`config.mk`:
```
export PLATFORM = sky130hd
export DESIGN_NAME = rat_path_replayer
export DESIGN_NICKNAME = d
export VERILOG_FILES = /design/src/rtl/rat_path_replayer.sv
export SDC_FILE = /design/constraint.sdc
export NUM_CORES = 1
export LEC_CHECK = 0
export BUFFER_PORTS_ARGS = -buffer_cell sky130_fd_sc_hd__buf_2
export CAP_MARGIN = 20
export CORE_MARGIN = 2
export CORE_UTILIZATION = 45
export CTS_CLUSTER_SIZE = 28
export DETAILED_ROUTE_END_ITERATION = 6
export PLACE_DENSITY = 0.59
export SETUP_SLACK_MARGIN = 0.4
export SYNTH_ARGS = -nofsm -noshare
export SYNTH_HDL_FRONTEND = slang
export SYNTH_SLANG_ARGS = --single-unit
export TNS_END_PERCENT = 20
```
`constraint.sdc`:
```
create_clock -name clk -period 3.4 [get_ports clk]
set_clock_uncertainty 0.2 [all_clocks]
set_input_delay 0.34 -clock clk [delete_from_list [all_inputs] [get_ports clk]]
set_output_delay 0.34 -clock clk [all_outputs]
set_load 0.1 [all_outputs]
```
`src/rtl/rat_path_replayer.sv`:
```
// Records rat moves, then replays them from (0,0) as a stream of cell coordinates.
// Out-of-maze moves are flagged and held; reaching the far corner is reported.
module rat_path_replayer #(
    parameter int DEPTH   = 256,
    parameter int COORD_W = 4
) (
    input  logic                     clk,
    input  logic                     rst,
    input  logic                     move_valid,
    input  logic [1:0]               move,
    input  logic                     path_done,
    input  logic                     clear,
    input  logic                     out_ready,
    output logic                     out_valid,
    output logic [COORD_W-1:0]       out_x,
    output logic [COORD_W-1:0]       out_y,
    output logic                     out_last,
    output logic [$clog2(DEPTH):0]   path_len,
    output logic                     overflow,
    output logic                     bad_move,
    output logic                     reached,
    output logic                     busy
);
    localparam int AW = $clog2(DEPTH);
    localparam int LW = AW + 1;

    typedef enum logic [1:0] {S_COLLECT, S_REPLAY, S_DONE} state_t;

    state_t             r_state;
    state_t             w_next;
    logic [1:0]         r_mem [DEPTH];
    logic [LW-1:0]      r_len;
    logic [LW-1:0]      r_rd;
    logic [1:0]         r_mv;
    logic               r_mv_valid;
    logic               r_mv_last;
    logic [COORD_W-1:0] r_x;
    logic [COORD_W-1:0] r_y;
    logic               r_valid;
    logic               r_last;
    logic               r_ovf;
    logic               r_bad;
    logic               r_reached;

    logic               w_full;
    logic               w_push;
    logic               w_load;
    logic               w_fetch;
    logic               w_fin;
    logic               w_bad;
    logic [COORD_W-1:0] w_nx;
    logic [COORD_W-1:0] w_ny;

    assign w_full  = (r_len == LW'(DEPTH));
    assign w_push  = (r_state == S_COLLECT) && move_valid && !w_full;
    assign w_load  = (r_state == S_REPLAY) && r_mv_valid
                     && (!r_valid || out_ready);
    assign w_fetch = (r_state == S_REPLAY) && (r_rd != r_len)
                     && (!r_mv_valid || w_load);
    assign w_fin   = (r_state == S_REPLAY) && r_valid && out_ready && r_last;

    always_comb begin
        w_bad = 1'b0;
        w_nx  = r_x;
        w_ny  = r_y;
        unique case (r_mv)
            2'b00: begin w_bad = (r_x == '0); w_nx = r_x - COORD_W'(1); end
            2'b01: begin w_bad = (r_y == '1); w_ny = r_y + COORD_W'(1); end
            2'b10: begin w_bad = (r_y == '0); w_ny = r_y - COORD_W'(1); end
            2'b11: begin w_bad = (r_x == '1); w_nx = r_x + COORD_W'(1); end
        endcase
    end

    always_ff @(posedge clk or posedge rst) begin
        if (rst) r_state <= S_COLLECT;
        else     r_state <= w_next;
    end

    always_comb begin
        w_next = r_state;
        unique case (r_state)
            S_COLLECT: if (path_done)
                w_next = (r_len != '0 || w_push) ? S_REPLAY : S_DONE;
            S_REPLAY:  if (w_fin) w_next = S_DONE;
            S_DONE:    if (clear) w_next = S_COLLECT;
            default:   w_next = S_COLLECT;
        endcase
    end

    // Path storage needs no reset: only entries below r_len are ever read.
    always_ff @(posedge clk) begin
        if (w_push) r_mem[r_len[AW-1:0]] <= move;
    end

    always_ff @(posedge clk or posedge rst) begin
        if (rst) begin
            r_len      <= '0;
            r_rd       <= '0;
            r_mv       <= '0;
            r_mv_valid <= 1'b0;
            r_mv_last  <= 1'b0;
            r_x        <= '0;
            r_y        <= '0;
            r_valid    <= 1'b0;
            r_last     <= 1'b0;
            r_ovf      <= 1'b0;
            r_bad      <= 1'b0;
            r_reached  <= 1'b0;
        end else if (r_state == S_DONE && clear) begin
            r_len      <= '0;
            r_rd       <= '0;
            r_mv_valid <= 1'b0;
            r_x        <= '0;
            r_y        <= '0;
            r_valid    <= 1'b0;
            r_last     <= 1'b0;
            r_ovf      <= 1'b0;
            r_bad      <= 1'b0;
            r_reached  <= 1'b0;
        end else begin
            if (w_push) r_len <= r_len + LW'(1);
            if (r_state == S_COLLECT && move_valid && w_full) r_ovf <= 1'b1;
            // One-entry prefetch stage keeps 1 beat/cycle under backpressure.
            if (w_fetch) begin
                r_mv      <= r_mem[r_rd[AW-1:0]];
                r_rd      <= r_rd + LW'(1);
                r_mv_last <= ((r_rd + LW'(1)) == r_len);
            end
            if (w_fetch)     r_mv_valid <= 1'b1;
            else if (w_load) r_mv_valid <= 1'b0;
            if (w_load) begin
                r_valid <= 1'b1;
                r_last  <= r_mv_last;
                if (w_bad) begin
                    r_bad <= 1'b1;
                end else begin
                    r_x <= w_nx;
                    r_y <= w_ny;
                end
            end else if (r_valid && out_ready) begin
                r_valid <= 1'b0;
            end
            if (w_fin) r_reached <= (r_x == '1) && (r_y == '1);
        end
    end

    assign out_valid = r_valid;
    assign out_x     = r_x;
    assign out_y     = r_y;
    assign out_last  = r_last;
    assign path_len  = r_len;
    assign overflow  = r_ovf;
    assign bad_move  = r_bad;
    assign reached   = r_reached;
    assign busy      = (r_state == S_REPLAY);
endmodule

```
==> results of run 1 <==
-- worst max path at each step --
stage,endpoint,start,slack [ps],cells after the start
finish,r_mv[1],r_rd[3],450,8
global placement,r_mv[0],r_rd[3],190,9
floorplan,r_mem[108][0],path_len[4],450,9
detailed placement,r_mv[0],r_rd[3],150,9
CTS,r_mem[119][1],path_len[5],400,7
global route,r_mv[1],r_rd[0],350,10
-- kinds of logic (layout without fill, tap and decap cells) --
family / count (synthesis) / in the layout
flops: 549 / 549
simple gates: 428 / 428
mux: 188 / 188
compound gates: 148 / 148
buf+inv: 113 / 229
xor+xnor: 29 / 29
fa+ha+maj: 15 / 15
-- routing by layer --
| metal | part of all wire, % | vias to the layer above |
|---|---|---|
| met3 | 5.4 | 93 |
| met2 | 49 | 391 |
| met1 | 43 | 6819 |
| met5 | 0 | - |
| met4 | 2.4 | 0 |
| li1 | - | 5812 |
-- what timing repair did --
action / in CTS / in global routing
cloned: 0 / 0
endpoints found under the setup margin: 32 / 71
setup buffers: 3 / 3
resized for setup: 6 / 5
hold buffers: 6 / 1
hold endpoints to repair: 76 / 1
-- cell type report --
type / instances / area [um^2] / share of cell area [%]
clock inverter: 42 / 423 / 1.58
timing repair buffer: 108 / 985 / 3.67
clock buffer: 64 / 1500 / 5.58
tap: 680 / 851 / 3.17
multi-input combinational: 808 / 6680 / 24.9
inverter: 15 / 57.6 / 0.215
sequential: 549 / 16300 / 60.9
-- registers in the layout (all words and copies together) (netlist names) --
name and flops:
r_mem 512, path_len 9, r_rd 9, out_x 4, out_y 4, r_mv 2
r_state 2, bad_move 1, out_last 1, out_valid 1, overflow 1, r_mv_last 1
r_mv_valid 1, reached 1
-- worst max-delay path, delay by kind of cell, from the launching register on --
family          cells  cell delay [ps]
buf+inv             1              270
flops               1              610
compound gates      5             1010
simple gates        2              790
-- power by group through the flow --
stage | clock network, mW | logic, mW | registers, mW
floorplan | 0 | 3.89 | 8.39
CTS | 6.52 | 5.85 | 7.88
finish | 6.39 | 5.88 | 7.87
global route | 6.78 | 6.29 | 7.89
detailed placement | 0 | 5.74 | 8.06
global placement | 0 | 5.66 | 8.04
-- Yosys cell counts, types with 14 or more instances --
library cell,instances
sky130_fd_sc_hd__edfxtp_1,512
sky130_fd_sc_hd__nor2_1,296
sky130_fd_sc_hd__mux4_2,98
sky130_fd_sc_hd__mux2i_1,87
sky130_fd_sc_hd__nand2_1,44
sky130_fd_sc_hd__clkbuf_1,38
sky130_fd_sc_hd__dfrtp_1,37
sky130_fd_sc_hd__o221ai_1,36
sky130_fd_sc_hd__o21ai_0,26
sky130_fd_sc_hd__buf_6,25
sky130_fd_sc_hd__buf_2,21
sky130_fd_sc_hd__o22ai_1,19
sky130_fd_sc_hd__xnor2_1,19
sky130_fd_sc_hd__a21oi_1,18
sky130_fd_sc_hd__nand3_4,15
sky130_fd_sc_hd__inv_1,14
-- stage by stage --
step,hold WS (ps),worst slack (ps),util (%),instances,power (mW)
6_report,27.9,455,51.9,2266,20.1
5_1_grt,43.6,354,51.9,2266,21.0
4_1_cts,22.4,399,51.8,2261,20.2
3_5_place_dp,285,152,47.9,2146,13.8
3_3_place_gp,275,190,47.9,2146,13.7
2_1_floorplan,239,451,-,1470,12.3
==> results.py, run 1 <==
metrics = {
    "global_routing": {
        "gr-usage-met3_pct": 3.02,
        "busiest_layer": "met2",
        "grt_antenna_before_repair": 2,
        "grt_pass1_vias": 13800,
        "met2_usage_pct": 37.1,
        "global_route.usage.total_pct": 22.0,
        "grt_overflow": 0,
        "grt_start_max_net_pins": 88,
        "grt_first_pass_wirelength_um": 87700,
        "met1_usage_pct": 30.1,
    },
    "clock_tree": {
        "clk_latency_ps": 620,
        "cts_buffers": 57,
        "worst_setup_hold_path_clk_slew_ps": 60,
        "cts_buffer_depth": 3,
        "htree_levels": 2,
        "clockRootBuffer": "sky130_fd_sc_hd__clkbuf_16",
        "number_of_sinks_handled_by_clock_tree_synthesis": 549,
        "clock_tree_from_tritoncts": "yes",
    },
    "routing": {
        "avgViaCountPerCell": 5.79,
        "routed_wirelength_um": 58100,
        "initialDrtViolationCount": 1406,
        "wire_per_inst_um": 25.6,
        "dr.pass1.iters": 5,
        "drcViolationCount": 0,
        "remaining_number_of_nets_flagged_by_the_antenna_check_after_routing": 0,
        "detailroute.via_count": 13100,
    },
    "worst_setup_path": {
        "reg2reg_setup_slack_ps": 450,
        "critPathArrivalTime_ps": 3300,
        "worst_r2r_path_depth": 8,
        "timing.critical_path.to_type": "flop",
        "startpoint_type": "flop",
        "crit_path_max_fanout": 28,
        "cpMaxStageDelayCell": "sky130_fd_sc_hd__dfrtp_2",
        "worstPathCellList": "buf_12 -> nor2b_1 -> a22o_1 -> a211oi_1 -> a21oi_1 -> o211ai_1 -> nor4b_2 -> a311o_1",
        "worst_reg2reg_endpoint": "r_mv[1]",
        "r2r-start": "r_rd[3]",
        "crit_type": "reg -> reg",
        "required_ps": 3750,
        "cp_slowest_stage_delay_ps": 610,
    },
    "yosys": {
        "synth_enable_flop_cells": 512,
        "synthSimpleGateAreaFrac_pct": 8.57,
        "largest_cells_by_area_after_synthesis": "sky130_fd_sc_hd__edfxtp_1 (65%), sky130_fd_sc_hd__mux4_2 (9.3%), sky130_fd_sc_hd__nor2_1 (4.7%)",
        "synth_seq_cells": 549,
        "mappedNetlistArea_um2": 23600,
        "yosysWarnings": 0,
        "ys_async_sr_fraction_pct": 6.74,
        "post-synth-top-area-cell": "sky130_fd_sc_hd__edfxtp_1",
        "synth_top_area_share_pct": 65.1,
        "xor_xnor_fraction_of_synth_area_pct": 1.08,
        "synth-seq-area-share_pct": 69.0,
        "ys.flop_type": "sky130_fd_sc_hd__edfxtp_1",
        "mappedNetlistNets": 1493,
        "synth-compound-area-share_pct": 4.40,
        "post_synth_mux_area_share_pct": 13.2,
        "combinational_family_with_the_most_area_after_synthesis": "multiplexers",
        "yosys.area_share.adder_pct": 0.859,
        "syn-mean-instance-area_um2": 16.1,
        "netlist_instances": 1470,
        "synth.distinct_cells": 58,
    },
    "pwr": {
        "power.density_nw_per_um2": 751,
        "power_frac_seq_pct": 39.1,
        "power_leakage_nw": 8.59,
        "internal_portion_of_total_power_mw": 13.8,
        "p_comb_share_pct": 29.2,
        "peakVddDrop_uv": 455,
        "power.switching_fraction_pct": 31.5,
        "share_of_total_power_in_the_clock_network_pct": 31.7,
        "netSwitchingPower_mw": 6.34,
    },
    "cells_and_area": {
        "fin_area_um2": 26800,
        "layout_commonest_cell": "sky130_fd_sc_hd__edfxtp_1",
        "nets": 1562,
        "areaGrowthSynthToFinish_pct": 13.6,
        "most-common-layout-cells": "sky130_fd_sc_hd__edfxtp_1 (512), sky130_fd_sc_hd__nor2_1 (296), sky130_fd_sc_hd__mux4_2 (98)",
        "nFillCells": 4147,
        "diodes": 0,
        "fraction_of_final_layout_cells_with_drive_strength_greater_than_1_pct": 20.4,
    },
    "timing": {
        "timing.setup.tns_ps": 0,
        "timing.final.max_slew_violations": 0,
        "max-slew-margin-rel_pct": 46.0,
        "period_needed_ps": 2950,
        "rsz0062_at_grt": "yes",
        "setup_viol": 0,
        "worst_pin_slew_ps": 808,
        "hold_viol": 0,
        "fin_crit_sh_pct": 86.6,
        "fmaxAchievable_ghz": 0.340,
    },
    "placement": {
        "port_buffers": 30,
        "place_area_um2": 24700,
        "routabilityCongestion": 0.832,
        "hpwl_um": 35200,
    },
    "hold_path": {
        "hp-class": "in -> reg",
        "hold-path-cell-count": 1,
        "min_to": "r_mem[207][1]",
        "min-delay-start": "move[1]",
    },
    "die": {
        "floorplan.io_pins": 31,
        "dieArea_um2": 54300,
        "die_w_um": 233,
        "initial_util_pct": 45.7,
        "coreArea_um2": 51600,
        "count_of_standard_cell_rows": 83,
        "die-height_um": 233,
    },
    "status": {
        "outcome": "complete, no violations",
    },
    "flow_run": {
        "maxCapViolCount": 0,
    },
}
(Power assumes the default switching activity.)
==> run 2: changes to the inputs <==
CORE_UTILIZATION = 30   (was 45)
PLACE_DENSITY = 0.43   (was 0.59)
==> results.py, run 2 (synthesis results as in run 1) <==
metrics = {
    "clock_tree": {
        "worst_setup_hold_path_clk_slew_ps": 60,
        "cts_buffer_depth": 3,
        "clockRootBuffer": "sky130_fd_sc_hd__clkbuf_16",
        "htree_levels": 2,
        "cts_buffers": 60,
        "number_of_sinks_handled_by_clock_tree_synthesis": 549,
        "clock_tree_from_tritoncts": "yes",
        "clk_latency_ps": 640,
    },
    "global_routing": {
        "grt_overflow": 0,
        "global_route.usage.total_pct": 15.7,
        "grt_antenna_before_repair": 0,
        "grt_first_pass_wirelength_um": 93500,
        "grt_start_max_net_pins": 108,
        "grt_pass1_vias": 13600,
    },
    "die": {
        "die-height_um": 285,
        "initial_util_pct": 30.4,
        "floorplan.io_pins": 31,
        "count_of_standard_cell_rows": 102,
        "dieArea_um2": 81000,
        "die_w_um": 285,
        "coreArea_um2": 77700,
    },
    "placement": {
        "hpwl_um": 39200,
        "routabilityCongestion": 0.759,
        "pre_cts_slack_ps": 285,
        "place_area_um2": 25300,
        "port_buffers": 30,
    },
    "routing": {
        "detailroute.via_count": 13100,
        "routed_wirelength_um": 63800,
        "initialDrtViolationCount": 1060,
        "drcViolationCount": 0,
        "avgViaCountPerCell": 4.95,
        "remaining_number_of_nets_flagged_by_the_antenna_check_after_routing": 0,
        "dr.pass1.iters": 5,
        "wire_per_inst_um": 24.2,
    },
    "worst_setup_path": {
        "startpoint_type": "flop",
        "critPathArrivalTime_ps": 3280,
        "crit_path_max_fanout": 28,
        "timing.critical_path.to_type": "flop",
        "worst_r2r_path_depth": 8,
        "crit_type": "reg -> reg",
        "required_ps": 3750,
    },
    "timing": {
        "fmaxAchievable_ghz": 0.341,
        "final.setup.worst_slack_ps": 469,
        "setup_viol": 0,
        "fin_crit_sh_pct": 86.2,
        "max-slew-margin-rel_pct": 50.0,
        "worst_pin_slew_ps": 748,
        "timing.setup.tns_ps": 0,
        "period_needed_ps": 2930,
        "rsz0062_at_grt": "yes",
        "timing.final.max_slew_violations": 0,
        "hold_viol": 0,
    },
    "cells_and_area": {
        "layout_commonest_cell": "sky130_fd_sc_hd__edfxtp_1",
        "nets": 1572,
        "largest_register_ffs": 512,
        "fin_area_um2": 27400,
        "most-common-layout-cells": "sky130_fd_sc_hd__edfxtp_1 (512), sky130_fd_sc_hd__nor2_1 (296), sky130_fd_sc_hd__mux4_2 (98)",
        "diodes": 0,
        "areaGrowthSynthToFinish_pct": 16.0,
        "fraction_of_final_layout_cells_with_drive_strength_greater_than_1_pct": 21.2,
    },
    "pwr": {
        "power_frac_seq_pct": 38.6,
        "internal_portion_of_total_power_mw": 13.8,
        "power_leakage_nw": 8.63,
        "peakVddDrop_uv": 464,
        "post-layout-total-power_mw": 20.4,
        "share_of_total_power_in_the_clock_network_pct": 31.5,
        "p_comb_share_pct": 30.0,
        "power.density_nw_per_um2": 746,
        "netSwitchingPower_mw": 6.66,
        "power.switching_fraction_pct": 32.6,
    },
    "flow_run": {
        "maxCapViolCount": 0,
    },
    "status": {
        "outcome": "complete, no violations",
    },
    "hold_path": {
        "hp-class": "in -> reg",
        "hold-path-cell-count": 4,
    },
}
-- run 2: cell types whose count changed in the layout (fill, tap and decap cells not counted), sizes merged --
cell      previous run  this run
buf                101       107
clkinv              32        19
clkbuf              64        78
clkinvlp             0         9
bufinv               9         5
bufbuf               0         1
-- run 2: final timing paths --
kind | start | to | slack, ps
worst max-delay path | r_rd[0] | r_mv[0] | 470
worst min-delay path | move_valid | overflow | 60
worst max register to register | r_rd[0] | r_mv[0] | 470
worst min register to register | bad_move | bad_move | 300
max in group asynchronous | rst | r_rd[0] | 2360
min in group asynchronous | rst | out_y[0] | 210
-- run 2: layout make-up --
class	count	area, um^2
inverter	15	56.3
sequential	549	16300
multi-input combinational	808	6670
clock inverter	34	342
clock buffer	78	1600
timing repair buffer	115	1100
fill	7374	50300
tap	1040	1300
-- run 2: through the flow --
stage	std cells	hold slack, ps	util (%)
after floorplan	1470	239	-
final	2639	55.0	35.2
after detailed placement	2514	291	32.5
after global placement	2514	284	32.5
after CTS	2634	4.52	35.2
after global routing	2639	60.3	35.2
-- run 2: power by group through the flow --
stage	registers [mW]	clock network, mW	logic (mW)
6_report	7.88	6.43	6.12
5_1_grt	7.90	6.87	6.53
4_1_cts	7.89	6.60	6.10
3_5_place_dp	8.02	0	5.99
3_3_place_gp	8.01	0	5.99
2_1_floorplan	8.39	0	3.89
-- run 2: repair_timing --
item                                   CTS  global route
gates cloned                             1             0
hold buffers                             7             0
buffers inserted                         0             5
endpoints found under the hold margin  107             0
setup endpoints to repair               19           107
pin swaps                                1             1
gates resized for setup                  8             6
-- run 2: per-layer routing --
metal  share of wire, %  vias up  global-route usage, %  wire [um]
met5                  0        -                      0          0
met4                2.1        0                   4.12       1340
met3                4.5       84                   2.59       2880
met2                 47      294                   25.3      29900
met1                 47     6844                   22.1      29700
li1                   -     5840                      -          -
-- run 2: critical path, cell delays in order (launching register included) --
cell                       delay, ps
sky130_fd_sc_hd__dfrtp_4         580
sky130_fd_sc_hd__buf_12          220
sky130_fd_sc_hd__mux2i_1         150
sky130_fd_sc_hd__o221ai_1        310
sky130_fd_sc_hd__o22ai_1         140
sky130_fd_sc_hd__o21ai_0         480
sky130_fd_sc_hd__o211ai_1        190
sky130_fd_sc_hd__nor4b_1         400
sky130_fd_sc_hd__a311o_1         170
==> run 3: changes to the inputs <==
PLACE_DENSITY = default   (was 0.43)
==> results.py, run 3 (synthesis results as in run 1) <==
metrics = {
    "status": {
        "outcome": "complete, no violations",
    },
    "die": {
        "floorplan.io_pins": 31,
        "die_w_um": 285,
        "coreArea_um2": 77700,
        "dieArea_um2": 81000,
        "die-height_um": 285,
        "count_of_standard_cell_rows": 102,
        "initial_util_pct": 30.4,
    },
    "worst_setup_path": {
        "startpoint_type": "flop",
        "crit_path_max_fanout": 22,
        "critPathArrivalTime_ps": 3250,
        "crit_type": "reg -> reg",
        "required_ps": 3700,
        "timing.critical_path.to_type": "flop",
    },
    "cells_and_area": {
        "areaGrowthSynthToFinish_pct": 14.0,
        "multiInputGateArea_um2": 6660,
        "nets": 1551,
        "seqCellArea_um2": 16300,
        "layout_commonest_cell": "sky130_fd_sc_hd__edfxtp_1",
        "largest_register_ffs": 512,
        "nFillCells": 7297,
        "fraction_of_final_layout_cells_with_drive_strength_greater_than_1_pct": 19.0,
        "most-common-layout-cells": "sky130_fd_sc_hd__edfxtp_1 (512), sky130_fd_sc_hd__nor2_1 (296), sky130_fd_sc_hd__mux4_2 (98)",
    },
    "routing": {
        "detailroute.via_count": 13200,
        "wl_met3_um": 3760,
        "initialDrtViolationCount": 1297,
        "wl_met1_um": 25000,
        "drcViolationCount": 0,
        "met2_length_um": 27300,
        "wire_per_inst_um": 22.0,
        "dr.pass1.iters": 7,
        "avgViaCountPerCell": 5.04,
        "remaining_number_of_nets_flagged_by_the_antenna_check_after_routing": 0,
        "highest-signal-layer": "met4",
        "routed_wirelength_um": 57400,
    },
    "pwr": {
        "power.switching_fraction_pct": 32.3,
        "share_of_total_power_in_the_clock_network_pct": 29.7,
        "power.density_nw_per_um2": 731,
        "internal_portion_of_total_power_mw": 13.3,
        "netSwitchingPower_mw": 6.35,
        "power_leakage_nw": 8.41,
        "peakVddDrop_uv": 352,
        "power_frac_seq_pct": 39.6,
        "post-layout-total-power_mw": 19.7,
        "p_comb_share_pct": 30.6,
    },
    "timing": {
        "timing.final.max_slew_violations": 0,
        "worst_pin_slew_ps": 898,
        "timing.setup.tns_ps": 0,
        "fmaxAchievable_ghz": 0.340,
        "fin_crit_sh_pct": 86.6,
        "final.setup.worst_slack_ps": 456,
        "period_needed_ps": 2940,
        "max-slew-margin-rel_pct": 40.0,
        "setup_viol": 0,
        "rsz0062_at_grt": "yes",
        "hold_viol": 0,
    },
    "clock_tree": {
        "cts_buffers": 56,
        "clock_tree_from_tritoncts": "yes",
        "clockRootBuffer": "sky130_fd_sc_hd__clkbuf_16",
        "cts_buffer_depth": 3,
        "htree_levels": 2,
        "clk_latency_ps": 610,
        "worst_setup_hold_path_clk_slew_ps": 60,
        "number_of_sinks_handled_by_clock_tree_synthesis": 549,
    },
    "global_routing": {
        "grt_overflow": 0,
        "grt_antenna_before_repair": 0,
        "grt_start_max_net_pins": 122,
        "grt_pass1_vias": 13500,
        "global_route.usage.total_pct": 14.0,
        "grt_first_pass_wirelength_um": 85800,
    },
    "placement": {
        "port_buffers": 30,
        "hpwl_um": 34800,
        "routabilityCongestion": 0.839,
        "pre_cts_slack_ps": 101,
    },
    "hold_path": {
        "hp-class": "in -> reg",
    },
    "flow_run": {
        "maxCapViolCount": 0,
    },
}
## run 3: cell count changes in the layout (fill, tap and decap cells not counted), sizes merged
cell	before	now
buf	107	91
bufbuf	1	0
bufinv	5	3
clkbuf	78	71
clkinv	19	31
clkinvlp	9	1
diode	0	1
inv	16	14
## run 3: power groups by stage
stage	clock network [mW]	registers (mW)	logic [mW]
floorplan	0	8.39	3.89
global placement	0	7.95	5.76
detailed placement	0	7.96	5.84
CTS	5.96	7.83	5.96
global route	6.23	7.82	6.43
finish	5.85	7.80	6.03
## run 3: through the flow
step                cells  instance area, um^2  util (%)  hold WS (ps)
CTS                  2608                26800      34.5          3.08
floorplan            1470                23600         -           239
global route         2615                26900      34.6          85.0
detailed placement   2492                25000      32.2           289
global placement     2492                25000      32.2           277
finish               2616                26900      34.6          48.9
## run 3: what timing repair did
action                                 4_1_cts  5_1_grt
hold buffers                                 7        0
cloned                                       0        0
gates resized for setup                      0        2
setup endpoints to repair                  516        8
setup buffers                                4        7
pin swaps                                    0        0
endpoints found under the hold margin       89        0
## run 3: final cells by class
cell class | instances | share of cell area (%)
timing repair buffer | 98 | 3.08
sequential | 549 | 60.6
antenna | 1 | 0.00930
multi-input combinational | 808 | 24.8
inverter | 15 | 0.209
clock buffer | 71 | 5.58
tap | 1040 | 4.84
clock inverter | 34 | 0.888
## run 3: final timing paths
| path | startpoint | endpoint | slack (ps) | cells past startpoint |
|---|---|---|---|---|
| worst min register to register | overflow | overflow | 300 | 2 |
| min in group asynchronous | rst | r_rd[1] | 300 | 3 |
| worst max-delay path | r_rd[0] | r_mv[0] | 460 | 7 |
| worst max register to register | r_rd[0] | r_mv[0] | 460 | 7 |
| worst min-delay path | move_valid | overflow | 50 | 4 |
| max in group asynchronous | rst | out_y[0] | 2010 | 4 |
## run 3: layer usage
metal	vias to the layer above	global-route usage, %
met4	0	3.92
met3	91	2.38
met2	470	22.7
met5	-	0
li1	5793	-
met1	6821	19.4
## run 3: critical path, stage by stage, from the launching register on
cell                      delay [ps]
sky130_fd_sc_hd__dfrtp_4         500
sky130_fd_sc_hd__buf_4           170
sky130_fd_sc_hd__buf_12          210
sky130_fd_sc_hd__mux4_2          560
sky130_fd_sc_hd__mux4_2          480
sky130_fd_sc_hd__nor2_1          230
sky130_fd_sc_hd__nor4_1          100
sky130_fd_sc_hd__a311o_1         360
